File: config.mk
export PLATFORM = sky130hd
export DESIGN_NAME = vending_fsm_multi
export DESIGN_NICKNAME = d
export VERILOG_FILES = /design/src/rtl/vending_pkg.sv /design/src/rtl/vend_stock_bank.sv /design/src/rtl/vending_fsm_multi.sv
export SDC_FILE = /design/constraint.sdc
export NUM_CORES = 1
export LEC_CHECK = 0
export ABC_AREA = 1
export ABC_CLOCK_PERIOD_IN_PS = 2150
export BUFFER_PORTS_ARGS = -buffer_cell sky130_fd_sc_hd__buf_2
export CORE_MARGIN = 2
export CORE_UTILIZATION = 57
export CTS_BUF_LIST = sky130_fd_sc_hd__clkbuf_4 sky130_fd_sc_hd__clkbuf_8 sky130_fd_sc_hd__clkbuf_16
export DETAILED_ROUTE_END_ITERATION = 16
export HOLD_SLACK_MARGIN = 0.02
export PLACE_DENSITY = 0.79
export SLEW_MARGIN = 40
export SYNTH_ARGS = -nofsm -noshare
export SYNTH_HDL_FRONTEND = slang
export SYNTH_SLANG_ARGS = --single-unit
File: constraint.sdc
create_clock -name clk -period 2.15 [get_ports clk]
set_input_delay 0.215 -clock clk [delete_from_list [all_inputs] [get_ports clk]]
set_output_delay 0.215 -clock clk [all_outputs]
set_load 0.02 [all_outputs]
File: src/rtl/vending_pkg.sv
// Shared types and helpers for the multi-item vending controller.
// Latency: n/a (types, constants and pure functions only).
// Backpressure: n/a.
package vending_pkg;

  typedef enum logic [1:0] {
    IDLE    = 2'd0,
    COLLECT = 2'd1,
    VEND    = 2'd2,
    CHANGE  = 2'd3
  } state_t;

  localparam logic [1:0] COIN_NONE = 2'b00;
  localparam logic [1:0] COIN_1    = 2'b01;
  localparam logic [1:0] COIN_2    = 2'b10;
  localparam logic [1:0] COIN_5    = 2'b11;

  localparam logic [2:0] VAL_1 = 3'd1;
  localparam logic [2:0] VAL_2 = 3'd2;
  localparam logic [2:0] VAL_5 = 3'd5;

  // Unit value of a coin code; COIN_NONE is worth nothing.
  function automatic logic [2:0] coin_value(input logic [1:0] c);
    case (c)
      COIN_1:  return VAL_1;
      COIN_2:  return VAL_2;
      COIN_5:  return VAL_5;
      default: return 3'd0;
    endcase
  endfunction

  // Pull price field idx (w bits wide) out of a packed price vector.
  // Out-of-range indices shift everything away and read as 0.
  function automatic logic [31:0] price_of(input logic [63:0] prices,
                                           input int idx, input int w);
    logic [63:0] mask;
    mask = (64'd1 << w) - 64'd1;
    return 32'((prices >> (idx * w)) & mask);
  endfunction

endpackage

File: src/rtl/vend_stock_bank.sv
// Per-item stock counters with decrement-on-vend, restock load and sold-out flags.
// Latency: counters update on the clock edge; sold_out follows the counters combinationally.
// Backpressure: none; a decrement of an empty counter is ignored, load beats decrement.
module vend_stock_bank #(
  parameter int NUM_ITEMS  = 4,
  parameter int SEL_W      = 2,
  parameter int STOCK_W    = 3,
  parameter int STOCK_INIT = 5,
  parameter int STOCK_MAX  = 7
) (
  input  logic                 clk,
  input  logic                 rst,
  input  logic                 dec,
  input  logic [SEL_W-1:0]     dec_id,
  input  logic                 load,
  input  logic [SEL_W-1:0]     load_id,
  output logic [NUM_ITEMS-1:0] sold_out
);

  logic [STOCK_W-1:0] stock [NUM_ITEMS];

  // Stock counters: restock of an item takes priority over a vend of the same item.
  always_ff @(posedge clk or negedge rst) begin
    if (!rst) begin
      for (int i = 0; i < NUM_ITEMS; i++) stock[i] <= STOCK_W'(STOCK_INIT);
    end else begin
      for (int i = 0; i < NUM_ITEMS; i++) begin
        if (load && (load_id == SEL_W'(i)))
          stock[i] <= STOCK_W'(STOCK_MAX);
        else if (dec && (dec_id == SEL_W'(i)) && (stock[i] != '0))
          stock[i] <= stock[i] - STOCK_W'(1);
      end
    end
  end

  // Sold-out flags straight from the counters.
  always_comb begin
    sold_out = '0;
    for (int i = 0; i < NUM_ITEMS; i++) sold_out[i] = (stock[i] == '0);
  end

endmodule

File: src/rtl/vending_fsm_multi.sv
// Multi-item vending controller: coin credit, priced vend, unit-per-cycle change/refund, stock.
// Latency: accepted selection -> product pulse 1 cycle; change pulses follow on consecutive cycles.
// Backpressure: none; overflowing or busy-time coins get a coin_reject pulse, unservable selections are dropped.
module vending_fsm_multi
  import vending_pkg::*;
#(
  parameter int NUM_ITEMS  = 4,
  parameter int SEL_W      = 2,
  parameter int CREDIT_W   = 4,
  parameter int MAX_CREDIT = 15,
  parameter logic [NUM_ITEMS*CREDIT_W-1:0] PRICES = 16'h6423,
  parameter int STOCK_W    = 3,
  parameter int STOCK_INIT = 5,
  parameter int STOCK_MAX  = 7
) (
  input  logic                 clk,
  input  logic                 rst,
  input  logic [1:0]           coin,
  input  logic [SEL_W-1:0]     sel,
  input  logic                 sel_valid,
  input  logic                 cancel,
  input  logic                 restock,
  output logic                 product,
  output logic [SEL_W-1:0]     product_id,
  output logic                 change,
  output logic                 coin_reject,
  output logic [CREDIT_W-1:0]  credit,
  output logic [NUM_ITEMS-1:0] sold_out,
  output logic                 busy
);

  state_t              state, state_n;
  logic [CREDIT_W-1:0] credit_n;
  logic [CREDIT_W-1:0] price;
  logic [CREDIT_W:0]   sum;
  logic [SEL_W-1:0]    id_n;
  logic                coin_in, coin_fits, sel_ok, can_buy;
  logic                reject_n, vend_n, dec, stock_load;

  // Sum is one bit wider than credit so an overflowing coin is visible before truncation.
  assign coin_in    = (coin != COIN_NONE);
  assign sum        = {1'b0, credit} + (CREDIT_W+1)'(coin_value(coin));
  assign coin_fits  = (sum <= (CREDIT_W+1)'(MAX_CREDIT));
  assign sel_ok     = (int'(sel) < NUM_ITEMS);
  assign price      = CREDIT_W'(price_of(64'(PRICES), int'(sel), CREDIT_W));
  assign can_buy    = sel_valid && sel_ok && !sold_out[sel] && (credit >= price);
  assign stock_load = restock && sel_ok;

  vend_stock_bank #(
    .NUM_ITEMS (NUM_ITEMS),
    .SEL_W     (SEL_W),
    .STOCK_W   (STOCK_W),
    .STOCK_INIT(STOCK_INIT),
    .STOCK_MAX (STOCK_MAX)
  ) u_stock (
    .clk     (clk),
    .rst     (rst),
    .dec     (dec),
    .dec_id  (product_id),
    .load    (stock_load),
    .load_id (sel),
    .sold_out(sold_out)
  );

  // State register.
  always_ff @(posedge clk or negedge rst) begin
    if (!rst) state <= IDLE;
    else      state <= state_n;
  end

  // Next state, next credit and next values of the registered pulses.
  always_comb begin
    state_n  = state;
    credit_n = credit;
    id_n     = product_id;
    reject_n = 1'b0;
    vend_n   = 1'b0;
    dec      = 1'b0;
    case (state)
      IDLE, COLLECT: begin
        if ((state == COLLECT) && cancel) begin
          // Full refund; a coin arriving alongside the cancel is handed back.
          state_n  = CHANGE;
          reject_n = coin_in;
        end else if (coin_in) begin
          // A coin always outranks a selection in the same cycle.
          if (coin_fits) begin
            credit_n = sum[CREDIT_W-1:0];
            state_n  = COLLECT;
          end else begin
            reject_n = 1'b1;
          end
        end else if ((state == COLLECT) && can_buy) begin
          credit_n = credit - price;
          id_n     = sel;
          vend_n   = 1'b1;
          state_n  = VEND;
        end
      end
      VEND: begin
        dec      = 1'b1;
        reject_n = coin_in;
        state_n  = (credit != '0) ? CHANGE : IDLE;
      end
      CHANGE: begin
        reject_n = coin_in;
        if (credit != '0) credit_n = credit - CREDIT_W'(1);
        if (credit <= CREDIT_W'(1)) state_n = IDLE;
      end
      default: state_n = IDLE;
    endcase
  end

  // Output and credit registers; change/busy are registered decodes of the next state.
  always_ff @(posedge clk or negedge rst) begin
    if (!rst) begin
      credit      <= '0;
      product     <= 1'b0;
      product_id  <= '0;
      change      <= 1'b0;
      coin_reject <= 1'b0;
      busy        <= 1'b0;
    end else begin
      credit      <= credit_n;
      product     <= vend_n;
      product_id  <= id_n;
      change      <= (state_n == CHANGE);
      coin_reject <= reject_n;
      busy        <= (state_n == VEND) || (state_n == CHANGE);
    end
  end

endmodule

==> results of run 1 <==
[layer usage]
layer	part of all wire, %	routed length, um	vias up
met5	0	0	-
met4	1.0	35	0
met3	3.9	137	4
met2	46	1610	28
met1	49	1692	681
li1	-	-	780
[power by group through the flow]
stage,combinational [mW],clock (mW),sequential (mW)
after floorplan,0.937,0,0.878
after global placement,1.31,0,0.816
after detailed placement,1.35,0,0.821
after CTS,1.35,0.214,0.813
after global routing,1.56,0.228,0.843
final,1.35,0.210,0.814
[flip-flops by register name (all words and copies together), names as in the netlist]
signal / count
credit: 4
change: 1
coin_reject: 1
product_id: 2
u_stock.stock: 12
state: 1
busy: 1
product: 1
[path summary, 6_finish.rpt]
| kind | startpoint | to | slack, ns | cells past startpoint |
|---|---|---|---|---|
| hold reg to reg | u_stock.stock[9]$_DFFE_PN1P_ | u_stock.stock[9]$_DFFE_PN1P_ | 0.50 | 2 |
| min in group asynchronous | rst | u_stock.stock[4]$_DFFE_PN0P_ | 0.37 | 2 |
| max in group asynchronous | rst | u_stock.stock[11]$_DFFE_PN1P_ | 1.40 | 2 |
| hold / removal | restock | u_stock.stock[9]$_DFFE_PN1P_ | 0.19 | 3 |
| setup reg to reg | credit[0]$_DFFE_PN0P_ | product_id[1]$_DFFE_PN0P_ | 0.21 | 12 |
| setup / recovery | credit[0]$_DFFE_PN0P_ | product_id[1]$_DFFE_PN0P_ | 0.21 | 12 |
[placed cells by master (no fill, tap or decap), types with 3 or more instances in the layout]
cell type,Yosys,routed
dfstp_2,8,8
ha_1,16,16
nor2_1,15,15
o211ai_1,4,4
inv_2,3,3
nor2_2,5,5
nand2_1,54,54
clkbuf_4,0,3
a21oi_1,3,3
nand3_1,16,16
inv_1,38,38
nand4_1,6,6
dfrtp_1,15,14
buf_2,1,22
a21o_1,3,3
o21ai_0,20,20
[what timing repair did]
item / 4_1_cts / 5_1_grt
resized for setup: 0 / 1
endpoints found under the hold margin: 15 / 0
hold buffers: 1 / 0
setup endpoints to repair: 0 / 3
[synth_stat cells]
cell type	number	share of area (%)
o22ai_1	1	0.37
a21oi_1	3	0.89
nand2_1	54	12
nor2_1	15	3.3
o21ai_0	20	5.9
nand2_2	2	0.74
a31oi_1	2	0.74
inv_1	38	8.4
fa_1	2	2.4
nand2_4	1	0.67
a21o_1	3	1.3
nand4_1	6	2.2
a21oi_4	1	0.96
nor3_1	2	0.59
inv_2	3	0.67
xnor2_1	1	0.52
nor2_2	5	1.8
ha_1	16	12
nor2_4	2	1.3
xor2_1	2	1.0
nand3_1	16	4.7
o211ai_1	4	1.8
o21bai_1	1	0.44
buf_2	1	0.30
dfrtp_1	15	22
and3_1	1	0.37
dfstp_2	8	12
[logic make-up (layout without fill, tap and decap cells)]
kind of cell,count (synthesis),after routing,share of synthesized area (%)
and+or+nand+nor,104,104,27.81
xor gates and xnor gates,3,3,1.554
adders and majority gates,18,18,14.20
buffers and inverters,42,68,9.393
AOI/OAI and AO/OA,35,35,12.43
DFF,23,23,34.62
[layout make-up]
cell class                 instances  area [um2]
clock buffer                       3       22.52
clock inverter                     1       5.005
fill                             265       907.1
inverter                          41       153.9
multi-input combinational        160       947.2
sequential                        23       586.8
tap                               31       38.79
timing repair buffer              23       120.1
[worst min-delay path, cell delays in order]
cell     delay, ns
buf_2         0.11
nand2_1       0.10
nand3_1       0.08
[stage by stage]
stage	hold WS [ns]	power (mW)	worst slack, ns	util (%)
after floorplan	-0.08059	1.814	0.2101	-
after global placement	0.2164	2.126	0.2605	65.99
after detailed placement	0.2208	2.166	0.1944	65.99
after CTS	0.1860	2.381	0.1581	67.34
after global routing	0.2100	2.628	0.02758	67.39
final	0.1872	2.371	0.2116	67.39
==> flow_summary_export.csv, run 1 <==
group,metric,value,unit
placed_design,portBuffers,22,
power,power.switching,1.168,mW
timing,finalHoldViolations,0,
die,placementRows,19,
global_route,grt_antenna_before_repair,0,
drt,route.final.wire_length,3.475,mm
die,die_area,3419,um2
die,dieWidth,58.48,um
worst_hold_path,min_path_type,"input pin to flop",
power,comb_power_share,56.8,%
cts,clock_latency,0.32,ns
cts,clock_path_buffers,2,
cts,cts-root-buf,"clkbuf_4",
critical_path,crit_chain,"inv_1 -> ha_1 -> fa_1 -> inv_1 -> nand2_1 -> nand2_1 -> nor2_1 -> nor2_2 -> nand2_4 -> nor2_4 -> nand2_1 -> o21ai_0",
outcome,status,"finished, final reports clean",
die,pin_count,23,
drt,drt-initial-drc-count,58,
global_route,overflow,0,
layout,drive_gt1_share,19.52,%
drt,vias,1493,
global_route,grtUsageTotal,22.52,%
critical_path,startpoint_type,"flop",
timing,rsz0062_at_grt,"false",
global_route,grt_pass1_wl,5.940,mm
critical_path,cpLargestDelayFamily,"simple AND/OR/NAND/NOR gates",
layout,instances_no_fill,282,
cts,cts-buffers-inserted,3,
power,peakVddDrop,0.001081,V
global_route,grt_pass1_vias,1354,
drt,wl_per_cell,12.32,um
die,start_util,60.82,%
layout,final_cell_area,1874,um2
critical_path,cp.required,2.39,ns
timing,period_share,90.16,%
drt,route.detailed.drc,0,
cts,cts_tree,"yes",
cts,postCtsSetupRepairBufs,0,
power,switching_share,49.25,%
critical_path,arrival,2.18,ns
cts,cts_sinks,23,
timing,fmax,515.9,MHz
logic_synthesis,synthDistinctLibCells,27,
power,pwr-share-seq,34.3,%
timing,slew_viol_final,0,
logic_synthesis,avgSynthCellArea,7.518,um2
die,fp.coreArea,2781,um2
layout,antennaDiodeCount,0,
power,pwr-share-clk,8.8,%
power,power_density,1265,nW/um2
timing,slew_headroom,65.78,%
critical_path,slowest_stage,"dfrtp_2",
layout,areaGrowthSynthToFinish,10.80,%
cts,clk_pin_slew,0.14,ns
timing,min_period,1.938,ns
logic_synthesis,syn_inst,225,
global_route,grt_max_degree,24,
timing,setup_viol,0,
timing,fin_skew,0.01231,ns
job,drv_cap,0,
logic_synthesis,synthesis.area,1692,um2
drt,first_pass_iters,4,
critical_path,cp-end-kind,"flop",
logic_synthesis,ys_seq_elements,23,
die,die_h,58.48,um
critical_path,path_max_fanout,6,
critical_path,crit_type,"flop to flop",
placed_design,postPlaceCellArea,1836,um2
placed_design,hpwlAfterDp,2.745,mm
global_route,grt.busiest_layer,"met2",
logic_synthesis,yosysWarnings,0,
placed_design,dp_cells,277,
cts,cts_max_level,1,
global_route,use_met2,37.72,%
placed_design,gp_congestion,0.9067,
critical_path,max_stage_delay,0.43,ns
critical_path,crit_buf_inv,2,
drt,antenna_left,0,
logic_synthesis,ys_seq_area_share,34.62,%
timing,worstMarginPinSlew,0.5133,ns
layout,layout.nets,279,
power,intPower,1.203,mW
critical_path,crit_top_cell,"nand2_1",
timing,setup_tns,0,ns
power,leakage,1.034,nW
logic_synthesis,syn-num-nets,252,
global_route,gr-usage-met1,30.83,%
drt,post_drt_via_cell_ratio,5.294,
global_route,grt_util_met3,2.637,%
Power figures use the tool's default switching activity.
==> run 2: changes to the inputs <==
--- a/config.mk
+++ b/config.mk
@@ -9,11 +9,11 @@
 export ABC_CLOCK_PERIOD_IN_PS = 2150
 export BUFFER_PORTS_ARGS = -buffer_cell sky130_fd_sc_hd__buf_2
 export CORE_MARGIN = 2
-export CORE_UTILIZATION = 57
-export CTS_BUF_LIST = sky130_fd_sc_hd__clkbuf_4 sky130_fd_sc_hd__clkbuf_8 sky130_fd_sc_hd__clkbuf_16
+export CORE_UTILIZATION = 59
+export CTS_BUF_LIST = sky130_fd_sc_hd__clkbuf_8
 export DETAILED_ROUTE_END_ITERATION = 16
 export HOLD_SLACK_MARGIN = 0.02
-export PLACE_DENSITY = 0.79
+export PLACE_DENSITY = 0.81
 export SLEW_MARGIN = 40
 export SYNTH_ARGS = -nofsm -noshare
 export SYNTH_HDL_FRONTEND = slang
==> flow_summary_export.csv, run 2 (same netlist as run 1, synthesis figures left out) <==
group,metric,value,unit
drt,first_pass_iters,4,
placed_design,portBuffers,22,
global_route,grt_pass1_wl,6.099,mm
drt,post_drt_via_cell_ratio,5.316,
timing,min_period,1.983,ns
cts,cts_sinks,23,
global_route,grt_max_degree,24,
timing,period_share,92.24,%
layout,drive_gt1_share,19.52,%
drt,wl_per_cell,12.47,um
layout,antennaDiodeCount,0,
worst_hold_path,whs_path_depth,3,
global_route,grt_antenna_before_repair,0,
critical_path,max_stage_delay,0.47,ns
worst_hold_path,hp-start,"restock",
cts,clk_pin_slew,0.09,ns
cts,cts_max_level,1,
timing,finalHoldViolations,0,
critical_path,crit_chain,"inv_1 -> fa_1 -> inv_1 -> nand2_1 -> nand2_1 -> nor2_1 -> nor2_2 -> nand2_4 -> nor2_4 -> nand2_1 -> o21ai_0",
critical_path,reg2regPathDepth,11,
cts,postCtsSetupRepairBufs,0,
drt,route.detailed.drc,0,
layout,final_common_cell,"nand2_1",
die,die_h,57.55,um
drt,route.final.wire_length,3.517,mm
timing,fmax,504.2,MHz
die,start_util,61.88,%
job,drv_cap,0,
critical_path,r2r_start,"credit[1]$_DFFE_PN0P_",
drt,drt-initial-drc-count,63,
timing,slew_viol_final,0,
timing,rsz0062_at_grt,"false",
die,die_area,3311,um2
timing,fin_skew,0.005801,ns
die,placementRows,19,
drt,vias,1499,
layout,final_cell_mix,"54 x nand2_1, 38 x inv_1, 22 x buf_2",
global_route,grt_pass1_vias,1441,
critical_path,cp-startpoint,"credit[1]$_DFFE_PN0P_",
power,power_density,1292,nW/um2
critical_path,startpoint_type,"flop",
cts,clock_path_buffers,2,
timing,worstMarginPinSlew,0.5117,ns
layout,top_register,"u_stock.stock",
critical_path,crit_type,"flop to flop",
power,leakage,1.042,nW
layout,final_cell_area,1893,um2
critical_path,path_max_fanout,6,
critical_path,cpLargestDelayFamily,"simple AND/OR/NAND/NOR gates",
cts,cts_tree,"yes",
critical_path,cp.required,2.33,ns
critical_path,arrival,2.17,ns
timing,whs,0.2594,ns
layout,areaGrowthSynthToFinish,11.91,%
worst_hold_path,hold_end,"u_stock.stock[9]$_DFFE_PN1P_",
layout,layout.nets,279,
placed_design,gp_congestion,0.9014,
global_route,overflow,0,
cts,cts-root-buf,"clkbuf_8",
timing,setup_tns,0,ns
critical_path,r2r_end,"product_id[1]$_DFFE_PN0P_",
layout,largestRegisters,"u_stock.stock (12), credit (4), product_id (2)",
placed_design,dp_cells,277,
critical_path,slowest_stage,"dfrtp_1",
layout,fillers,245,
layout,largest_reg_flops,12,
placed_design,postPlaceCellArea,1836,um2
cts,clock_latency,0.27,ns
critical_path,r2r_slack,0.17,ns
global_route,grtUsageTotal,23.71,%
worst_hold_path,min_path_type,"input pin to flop",
critical_path,cp-end-kind,"flop",
critical_path,crit_top_cell,"nand2_1",
cts,cts-buffers-inserted,3,
die,fp.coreArea,2734,um2
outcome,status,"finished, final reports clean",
drt,antenna_left,0,
timing,setup_viol,0,
critical_path,crit_buf_inv,2,
die,pin_count,23,
timing,slew_headroom,65.88,%
die,dieWidth,57.55,um
power,peakVddDrop,0.001012,V
layout,instances_no_fill,282,
power,totalPowerFinal,2.445,mW
placed_design,hpwlAfterDp,2.751,mm
run 2: tightest hold or removal path, delay by kind of cell:
kind / cells / cell delay (ns)
buffers and inverters: 1 / 0.11
AND/OR/NAND/NOR: 2 / 0.19
run 2: area by class of cell:
type                       count  area, um2  share of cell area, %
clock buffer                   3      41.29                  2.181
clock inverter                 1      5.005                 0.2644
inverter                      41      153.9                  8.130
multi-input combinational    160      947.2                  50.03
sequential                    23      586.8                  31.00
tap                           31      38.79                  2.049
timing repair buffer          23      120.1                  6.345
run 2: repair_timing:
| item | 4_1_cts | 5_1_grt |
|---|---|---|
| endpoints found under the hold margin | 15 | 0 |
| hold buffers | 1 | 0 |
| setup endpoints to repair | 0 | 2 |
| resized for setup | 0 | 1 |
run 2: worst max path at each step:
| stage | slack, ns | cells past startpoint | to |
|---|---|---|---|
| detailed placement | 0.19 | 12 | product_id[1]$_DFFE_PN0P_ |
| global placement | 0.26 | 11 | state[0]$_DFF_PN0_ |
| finish | 0.17 | 11 | product_id[1]$_DFFE_PN0P_ |
| global route | 0.05 | 12 | product_id[1]$_DFFE_PN0P_ |
| floorplan | 0.21 | 13 | credit[2]$_DFFE_PN0P_ |
| CTS | 0.13 | 12 | product_id[1]$_DFFE_PN0P_ |
run 2: through the flow:
step	util [%]	setup WS [ns]
after floorplan	-	0.2101
after global placement	67.14	0.2623
after detailed placement	67.14	0.1940
after CTS	69.20	0.1305
after global routing	69.24	0.05023
final	69.24	0.1668
run 2: power by group:
part	internal, mW	leakage [nW]	switching [mW]
clock network	0.129	0.0255	0.143
logic	0.486	0.762	0.867
registers	0.652	0.254	0.167
total	1.27	1.04	1.18
run 2: routing by layer:
layer	routed length (um)	global-route usage, %
met1	1576	30.35
met2	1709	40.91
met3	160	2.948
met4	72	8.638
met5	0	0
